[src/rtl/clkdiv_prog_if.sv]
// clkdiv_prog_if -- control and output bundle of the programmable clock divider.
//
// Signals:
//   en       : count enable
//   mode     : 0 = square wave on clk_div, 1 = one-cycle pulse on clk_div
//   div_in   : requested divisor (clk cycles per terminal count), WIDTH bits
//   div_load : one-cycle strobe that captures div_in as the pending divisor
//   div_busy : a captured divisor is pending and not yet active
//   clk_div  : divided clock output (registered)
//   tick     : one-cycle pulse after every terminal count (registered)
//
// Handshake: div_load is a fire-and-forget strobe that is accepted on every
// rising clk edge where it is 1; there is no back-pressure. div_busy is
// status only: it rises on the edge that captures a divisor and falls on the
// edge that makes that divisor active. A load while div_busy=1 replaces the
// pending value (last load wins).
//
// Modports:
//   master : the controller side (drives en/mode/div_in/div_load)
//   slave  : the divider side (drives div_busy/clk_div/tick)
interface clkdiv_prog_if #(
    parameter int WIDTH = 16
);
    logic             en;
    logic             mode;
    logic [WIDTH-1:0] div_in;
    logic             div_load;
    logic             div_busy;
    logic             clk_div;
    logic             tick;

    modport master (
        output en,
        output mode,
        output div_in,
        output div_load,
        input  div_busy,
        input  clk_div,
        input  tick
    );

    modport slave (
        input  en,
        input  mode,
        input  div_in,
        input  div_load,
        output div_busy,
        output clk_div,
        output tick
    );
endinterface

[src/rtl/clkdiv_prog.sv]
// clkdiv_prog -- programmable clock divider with glitch-free divisor reload.
//
// A WIDTH-bit counter runs from 0 to div_q-1; the edge where it wraps is the
// terminal count (TC). At each TC, clk_div toggles (mode 0, period 2*div_q)
// or pulses high for one cycle (mode 1), and tick pulses for one cycle.
// New divisors are captured into a pending register and only swapped in at
// a TC (or immediately while counting is disabled), so a period in progress
// is never cut short or stretched.
//
// Ports:
//   clk : single clock, all state changes on its rising edge
//   rst : asynchronous active-low reset
//   bus : clkdiv_prog_if slave modport (en, mode, div_in, div_load in;
//         div_busy, clk_div, tick out)
module clkdiv_prog #(
    parameter int WIDTH       = 16,
    parameter int DEFAULT_DIV = 50000
) (
    input  logic         clk,
    input  logic         rst,
    clkdiv_prog_if.slave bus
);

    localparam longint MAX_DIV = (longint'(1) << WIDTH) - 1;

    if (WIDTH < 1 || WIDTH > 31) begin : g_bad_width
        $fatal(1, "clkdiv_prog: WIDTH must be in 1..31");
    end

    if (DEFAULT_DIV < 1 || longint'(DEFAULT_DIV) > MAX_DIV) begin : g_bad_default
        $fatal(1, "clkdiv_prog: DEFAULT_DIV must be in 1..2^WIDTH-1");
    end

    localparam logic [WIDTH-1:0] DEF_DIV = WIDTH'(DEFAULT_DIV);
    localparam logic [WIDTH-1:0] ONE     = WIDTH'(1);

    // Registered state
    logic [WIDTH-1:0] div_q;
    logic [WIDTH-1:0] div_p;
    logic [WIDTH-1:0] cnt;
    logic             clk_div_r;
    logic             tick_r;
    logic             busy_r;

    // Next-state values
    logic [WIDTH-1:0] div_q_nxt;
    logic [WIDTH-1:0] div_p_nxt;
    logic [WIDTH-1:0] cnt_nxt;
    logic             clk_div_nxt;
    logic             tick_nxt;
    logic             busy_nxt;

    logic [WIDTH-1:0] load_div;
    logic             tc;

    // A requested divisor of 0 is stored as 1, so div_q and div_p are never 0
    // and div_q-1 below cannot wrap.
    assign load_div = (bus.div_in == '0) ? ONE : bus.div_in;

    // ">=" rather than "==" so an out-of-range count recovers at once by
    // being treated as a terminal count.
    assign tc = (cnt >= (div_q - ONE));

    always_comb begin
        div_q_nxt   = div_q;
        div_p_nxt   = div_p;
        cnt_nxt     = cnt;
        clk_div_nxt = clk_div_r;
        tick_nxt    = 1'b0;
        busy_nxt    = busy_r;

        if (bus.en) begin
            tick_nxt = tc;
            cnt_nxt  = tc ? '0 : (cnt + ONE);

            if (bus.mode) begin
                clk_div_nxt = tc;
            end else if (tc) begin
                clk_div_nxt = ~clk_div_r;
            end

            // A divisor that was already pending takes effect at this TC.
            if (tc && busy_r) begin
                div_q_nxt = div_p;
                busy_nxt  = 1'b0;
            end

            // A load on the same edge queues behind it and waits for the
            // next TC.
            if (bus.div_load) begin
                div_p_nxt = load_div;
                busy_nxt  = 1'b1;
            end
        end else begin
            if (bus.mode) begin
                clk_div_nxt = 1'b0;
            end

            if (bus.div_load) begin
                div_p_nxt = load_div;
                busy_nxt  = 1'b1;
            end else if (busy_r) begin
                // Counting is paused, so no period is running: apply now and
                // restart the count from zero.
                div_q_nxt = div_p;
                cnt_nxt   = '0;
                busy_nxt  = 1'b0;
            end
        end
    end

    always_ff @(posedge clk or negedge rst) begin
        if (!rst) begin
            div_q     <= DEF_DIV;
            div_p     <= DEF_DIV;
            cnt       <= '0;
            clk_div_r <= 1'b0;
            tick_r    <= 1'b0;
            busy_r    <= 1'b0;
        end else begin
            div_q     <= div_q_nxt;
            div_p     <= div_p_nxt;
            cnt       <= cnt_nxt;
            clk_div_r <= clk_div_nxt;
            tick_r    <= tick_nxt;
            busy_r    <= busy_nxt;
        end
    end

    assign bus.clk_div  = clk_div_r;
    assign bus.tick     = tick_r;
    assign bus.div_busy = busy_r;

endmodule

[src/flat_wrapper.sv]
// flat-port wrapper written by rule: the top's interface ports become plain ports
module clkdiv_prog_flat 
#(
    parameter int WIDTH       = 16,
    parameter int DEFAULT_DIV = 50000
)
  (clk, rst, bus_en, bus_mode, bus_div_in, bus_div_load, bus_div_busy, bus_clk_div, bus_tick);
  clkdiv_prog_if #(.WIDTH(WIDTH)) bus_i ();
  input  logic clk;
  input  logic rst;
  input wire logic [$bits(bus_i.en)-1:0] bus_en;
  input wire logic [$bits(bus_i.mode)-1:0] bus_mode;
  input wire logic [$bits(bus_i.div_in)-1:0] bus_div_in;
  input wire logic [$bits(bus_i.div_load)-1:0] bus_div_load;
  output wire logic [$bits(bus_i.div_busy)-1:0] bus_div_busy;
  output wire logic [$bits(bus_i.clk_div)-1:0] bus_clk_div;
  output wire logic [$bits(bus_i.tick)-1:0] bus_tick;
  assign bus_i.en = bus_en;
  assign bus_i.mode = bus_mode;
  assign bus_i.div_in = bus_div_in;
  assign bus_i.div_load = bus_div_load;
  assign bus_div_busy = bus_i.div_busy;
  assign bus_clk_div = bus_i.clk_div;
  assign bus_tick = bus_i.tick;
  clkdiv_prog #(.WIDTH(WIDTH), .DEFAULT_DIV(DEFAULT_DIV)) u_core (.clk(clk), .rst(rst), .bus(bus_i));
endmodule
[config.mk]
export PLATFORM = sky130hd
export DESIGN_NAME = clkdiv_prog_flat
export DESIGN_NICKNAME = d
export VERILOG_FILES = /design/src/rtl/clkdiv_prog_if.sv /design/src/rtl/clkdiv_prog.sv /design/src/flat_wrapper.sv
export SDC_FILE = /design/constraint.sdc
export NUM_CORES = 1
export LEC_CHECK = 0
export ABC_AREA = 1
export BUFFER_PORTS_ARGS = -buffer_cell sky130_fd_sc_hd__buf_2
export CAP_MARGIN = 40
export CORE_ASPECT_RATIO = 1.1
export CORE_MARGIN = 8
export CORE_UTILIZATION = 35
export DETAILED_ROUTE_END_ITERATION = 10
export PLACE_DENSITY_LB_ADDON = 0.1
export SYNTH_ARGS = -nofsm -noshare
export SYNTH_HDL_FRONTEND = slang
export SYNTH_SLANG_ARGS = --single-unit
[constraint.sdc]
create_clock -name clk -period 4.3 [get_ports clk]
set_input_delay 1.075 -clock clk [delete_from_list [all_inputs] [get_ports clk]]
set_output_delay 1.075 -clock clk [all_outputs]
set_load 0.01 [all_outputs]
==> Word level (Yosys, flattened, before mapping) <==
Cells that the tools add are included.
W data, S select, Z words.
{ "totals": {"ff_bits": 51, "inputBits": 21} }
{ "classes": {"add_sub_neg": 2, "n_lt_le_gt_ge": 1, "eq_ne": 3, "n_mux": 18, "n_bitwise": 1, "reduce_logical": 8} }
{ "ops": {"columns": ["operator", "n"], "rows": [
  ["$mux W16", 9],
  ["$add A16 B1 Y16 const B", 1],
  ["$ge A16 B16 Y1", 1],
  ["$logic_not A16 Y1", 1],
  ["$sub A16 B1 Y16 const B", 1],
  ["$mux W1", 9],
  ["$reduce_bool A2 Y1", 3],
  ["$reduce_and A2 Y1", 2],
  ["$ne A3 B1 Y1 const B", 1],
  ["$reduce_and A3 Y1", 1],
  ["$ne A2 B1 Y1 const B", 1],
  ["$ne A2 B2 Y1 const B", 1],
  ["$logic_and A1 B1 Y1", 1],
  ["$not A1 Y1", 1]
]} }

==> Longest topological paths before layout <==
{ "depth": {"depth_word": 6, "depth_mapped": 19, "mapped_depth_nobuf": 18} }

==> Least setup slack after synthesis <==
No wires, ideal clock.
{ "synth_path": {"path_kind": "reg2reg", "start": "register u_core.div_q[0]", "end": "register u_core.div_q[3]", "t_arrival_ns": 2.292, "t_required_ns": 4.183, "path_slack_ns": 1.891, "stages_incl_launch_ff": 18, "n_path_buf": 1, "path_cell_list": "dfrtp_1 > inv_1 > ha_1 > inv_1 > nor2_4 > nand4_1 > nor2_1 > xor2_1 > inv_1 > ha_1 > nand4_1 > a21oi_1 > nor2_2 > nand3_4 > nand2_4 > buf_6 > nand2_1 > nand2_1"} }
{ "synth_between": {"elab_chain_len": 5} }
{ "synth_rtl": {"columns": ["element", "line_no", "source"], "rows": [
  ["start, declared", "clkdiv_prog.sv:38", "logic [WIDTH-1:0] div_q;"],
  ["start signal, assigned", "clkdiv_prog.sv:121", "div_q <= div_q_nxt;"],
  ["$sub A16 B1 Y16", "clkdiv_prog.sv:62", "assign tc = (cnt >= (div_q - ONE));"],
  ["$ge A16 B16 Y1", "clkdiv_prog.sv:62", null],
  ["$logic_and A1 B1 Y1", "clkdiv_prog.sv:83", "if (tc && busy_r) begin"],
  ["$ne A2 B1 Y1 (no line)", null, null],
  ["$reduce_and A3 Y1 (no line)", null, null]
]} }
No other way between the ends.
A chain may end at the register's enable or synchronous reset.

==> Worst setup path after layout <==
{ "layout_path": {"start": "register u_core.div_q[0]", "end": "register u_core.div_q[1]"} }
The elaborated chain is that of the path after synthesis.

==> metrics.txt <==
# TYPE chip_impl_metric gauge
chip_impl_metric{name="period_minus_slack",unit="ns"} 2.91
chip_impl_metric{name="num-nets-final",unit=""} 437
chip_impl_metric{name="grt_first_pass_wirelength",unit="um"} 11400
chip_impl_metric{name="postPlaceCellArea",unit="um^2"} 3230
chip_impl_metric{name="die_height",unit="um"} 113
chip_impl_metric{name="boundaryPins",unit=""} 24
chip_impl_metric{name="initial_core_util",unit="%"} 36.1
chip_impl_metric{name="cts-resized-gates",unit=""} 0
chip_impl_info{name="critPathLaunchType",value="flip-flop"} 1
chip_impl_metric{name="synth_fp_nets",unit=""} 415
chip_impl_info{name="tritoncts",value="built"} 1
chip_impl_metric{name="flip_flop_and_latch_area",unit="um^2"} 1290
chip_impl_metric{name="worst-r2r-setup-slack",unit="ns"} 1.39
chip_impl_metric{name="timing.slew.headroom",unit="%"} 47.4
chip_impl_info{name="rsz0062_at_grt",value="false"} 1
chip_impl_metric{name="grt_antenna_before_repair",unit=""} 0
chip_impl_metric{name="clock-skew-final",unit="ns"} 0.0120
chip_impl_info{name="crit_chain",value="inv_1, ha_1, inv_1, nor2_4, nand4_1, nor2_1, xor2_1, inv_1, ha_1, nand4_1, a21oi_1, nor2_2, nand3_4, nand2_4, nand2_1, nand2_1"} 1
chip_impl_metric{name="hold_viol",unit=""} 0
chip_impl_metric{name="grt_pass1_vias",unit=""} 2459
chip_impl_metric{name="synth_async_sr_flop_share",unit="%"} 100
chip_impl_info{name="critical_setup_path_class",value="flip-flop to flip-flop"} 1
chip_impl_metric{name="synthCells",unit=""} 376
chip_impl_metric{name="post_synth_edffs",unit=""} 0
chip_impl_metric{name="vias_per_cell",unit=""} 4.52
chip_impl_metric{name="fmax",unit="MHz"} 343
chip_impl_metric{name="setup_violations",unit=""} 0
chip_impl_metric{name="slew_viol_final",unit=""} 0
chip_impl_metric{name="place.gp.congestion",unit=""} 0.761
chip_impl_metric{name="postRouteAntennaNets",unit=""} 0
chip_impl_metric{name="layout-drive-gt1-share",unit="%"} 15.5
chip_impl_metric{name="grt_util_all_layers",unit="%"} 11.5
chip_impl_metric{name="finalWirelength",unit="um"} 6370
chip_impl_metric{name="clkTransAtPathRegs",unit="ns"} 0.10
chip_impl_metric{name="areaGrowthSynthToFinish",unit="%"} 10.6
chip_impl_metric{name="holdPathStages",unit=""} 2
chip_impl_metric{name="grt_start_max_net_pins",unit=""} 33
chip_impl_info{name="hold_path_class",value="flip-flop to flip-flop"} 1
chip_impl_metric{name="drv.max_cap_violation_count",unit=""} 0
chip_impl_info{name="worst_hold_path.endpoint",value="u_core.div_p[8]"} 1
chip_impl_metric{name="drt_iter0_markers",unit=""} 77
chip_impl_info{name="hold_path_startpoint",value="u_core.div_p[8]"} 1
chip_impl_metric{name="multi_input_combinational_cell_area",unit="um^2"} 1520
chip_impl_metric{name="fin_setup_tns",unit="ns"} 0
chip_impl_metric{name="maximum_vdd_drop",unit="mV"} 0.144
chip_impl_info{name="endpoint_kind",value="flip-flop"} 1
chip_impl_metric{name="die_width",unit="um"} 105
chip_impl_metric{name="final_area",unit="um^2"} 3340
chip_impl_metric{name="route.detailed.wl_per_inst",unit="um"} 12.5
chip_impl_metric{name="numCtsBuffers",unit=""} 5
chip_impl_info{name="cts_root_buffer",value="clkbuf_8"} 1
chip_impl_metric{name="cts_post_setup_buffers_inserted",unit=""} 0
chip_impl_metric{name="worstRegToRegCells",unit=""} 16
chip_impl_info{name="outcome",value="complete, no violations"} 1
chip_impl_metric{name="synth.ff_latch_count",unit=""} 51
chip_impl_metric{name="fp.coreArea",unit="um^2"} 8360
chip_impl_info{name="critical_path.top_delay_family",value="simple AND/OR/NAND/NOR gates"} 1
chip_impl_metric{name="tightest_slew",unit="ns"} 0.790
chip_impl_metric{name="timing.final.crit_share",unit="%"} 67.8
chip_impl_info{name="synth_ff_type",value="dfrtp_1"} 1
chip_impl_metric{name="num-fill-cells",unit=""} 911
chip_impl_info{name="critPathMostFrequentCell",value="inv_1"} 1
chip_impl_metric{name="row_count",unit=""} 35
chip_impl_metric{name="drc",unit=""} 0
chip_impl_metric{name="cts-root-to-sink-buffers",unit=""} 2
chip_impl_metric{name="antennaDiodeCount",unit=""} 0
chip_impl_metric{name="post_synth.cell_area_avg",unit="um^2"} 8.04
chip_impl_metric{name="clock_insertion_delay_worst_skew",unit="ns"} 0.31
chip_impl_metric{name="cts_htree_levels",unit=""} 2
chip_impl_metric{name="buffers_on_ports",unit=""} 23
chip_impl_metric{name="drtPass1Iterations",unit=""} 4
chip_impl_metric{name="timing.critical_path.fanout_max",unit=""} 32
chip_impl_metric{name="p_per_area",unit="nW/um^2"} 420
chip_impl_metric{name="hpwlAfterDp",unit="um"} 4860
chip_impl_metric{name="netlist_area",unit="um^2"} 3020
chip_impl_metric{name="count_of_warnings_emitted_by_yosys",unit=""} 0
chip_impl_metric{name="grt-ovfl-total",unit=""} 0
chip_impl_info{name="cp_slowest_cell",value="dfrtp_1"} 1
chip_impl_metric{name="power_leakage",unit="uW"} 0.00168
chip_impl_metric{name="ys_seq_area_share",unit="%"} 42.7
chip_impl_metric{name="critical_path_buf_inv_count",unit=""} 3
chip_impl_metric{name="clock_sink_count",unit=""} 51
chip_impl_metric{name="design.die.area",unit="um^2"} 11900
chip_impl_metric{name="post_synth_num_cell_types",unit=""} 35
chip_impl_metric{name="worst-endpoint-required",unit="ns"} 4.54
chip_impl_metric{name="total_number_of_vias",unit=""} 2304
chip_impl_info{name="regToRegStartpoint",value="u_core.div_q[0]"} 1
chip_impl_metric{name="crit_arrival",unit="ns"} 3.16
chip_impl_info{name="rr_endpoint",value="u_core.div_q[1]"} 1
chip_impl_metric{name="cp_slowest_stage_delay",unit="ns"} 0.41
chip_impl_metric{name="post_cts_hold_buffer_count",unit=""} 0
placed cells by master (no fill, tap or decap), drive strengths merged:
master / netlist / final
bufinv: 0 / 1
o31ai: 1 / 1
nand3b: 1 / 1
a21oi: 7 / 7
ha: 18 / 18
nand2: 122 / 122
dfrtp: 39 / 39
or2: 3 / 3
dfstp: 12 / 12
xnor2: 7 / 7
nand4: 6 / 6
a31oi: 1 / 1
inv: 43 / 43
o22ai: 4 / 4
o21ai: 19 / 19
xor2: 20 / 20
buf: 5 / 24
clkinvlp: 0 / 1
nor4: 2 / 2
nor2: 30 / 30
nand3: 28 / 28
nor3: 4 / 4
clkbuf: 4 / 6
cells in the mapped netlist, types with 2 or more instances:
master	instances	area [um^2]
a21oi_1	6	30.0
buf_2	2	10.0
buf_4	2	15.0
clkbuf_1	4	15.0
dfrtp_1	39	976
dfstp_2	12	315
ha_1	18	225
inv_1	41	154
inv_2	2	7.51
nand2_1	118	443
nand2_2	3	18.8
nand3_1	26	130
nand4_1	6	37.5
nor2_1	24	90.1
nor2_2	4	25.0
nor2_4	2	22.5
nor3_1	2	10.0
nor3_2	2	20.0
nor4_1	2	12.5
o21ai_0	7	35.0
o21ai_1	12	60.1
o22ai_1	3	18.8
or2_1	2	12.5
xnor2_1	7	61.3
xor2_1	20	175
how the worst max path moves through the flow:
stage / start / to / slack [ns] / depth (start not counted)
floorplan: u_core.div_q[0] / u_core.div_q[3] / 1.89 / 17
global placement: u_core.div_q[2] / u_core.div_q[13] / 1.42 / 13
detailed placement: u_core.div_q[0] / u_core.div_q[1] / 1.37 / 16
CTS: u_core.div_q[0] / u_core.div_q[1] / 1.33 / 16
global route: u_core.div_q[0] / u_core.div_q[7] / 1.01 / 16
finish: u_core.div_q[0] / u_core.div_q[1] / 1.39 / 16
sequential cells by signal, indices dropped and copies added, names as in the netlist:
| register | count |
|---|---|
| u_core.bus.clk_div | 1 |
| u_core.bus.div_busy | 1 |
| u_core.bus.tick | 1 |
| u_core.cnt | 16 |
| u_core.div_p | 16 |
| u_core.div_q | 16 |
final cells by class:
cell class / instances / share of cell area [%]
Sequential cell: 51 / 38.6
Multi-Input combinational cell: 273 / 45.4
Tap cell: 111 / 4.16
Clock buffer: 6 / 2.17
Timing Repair Buffer: 24 / 3.67
Clock inverter: 2 / 1.12
Inverter: 43 / 4.83
per-stage QoR:
step	std cells	setup WS, ns	utilization (%)	hold slack [ns]	total power [uW]
3_3_place_gp	502	1.42	38.6	0.456	1060
5_1_grt	510	1.01	40.0	0.501	1520
2_1_floorplan	376	1.89	-	0.443	963
6_report	510	1.39	40.0	0.471	1400
4_1_cts	510	1.33	40.0	0.478	1420
3_5_place_dp	502	1.37	38.6	0.462	1070
power breakdown:
| group | internal (uW) | total [uW] | leakage [uW] | switching, uW |
|---|---|---|---|---|
| Clock | 174 | 341 | 0.0000514 | 168 |
| Sequential | 562 | 634 | 0.000631 | 72.1 |
| Combinational | 173 | 426 | 0.000999 | 253 |
worst min-delay path, cell delays in order, from the launching register on:
cell and delay, ns:
dfstp_2 0.38, nand2_1 0.06, nand2_1 0.04
cells by family (layout without fill, tap and decap cells):
| kind of cell | count (synthesis) | after routing | synth area share (%) |
|---|---|---|---|
| and+or+nand+nor | 196 | 196 | 29.0 |
| adders and majority gates | 18 | 18 | 7.45 |
| AOI/OAI and AO/OA | 32 | 32 | 5.92 |
| xor gates and xnor gates | 27 | 27 | 7.83 |
| DFF | 51 | 51 | 42.7 |
| buffers and inverters | 52 | 75 | 7.04 |
metal layers:
metal | part of all wire, % | GRT usage (%) | up-vias
met5 | 0 | 0 | -
met4 | 1.5 | 3.71 | 0
met3 | 2.4 | 2.37 | 6
met2 | 45 | 19.4 | 30
met1 | 51 | 14.5 | 1035
li1 | - | - | 1233
No activity file was read; power rests on OpenSTA's default activity.
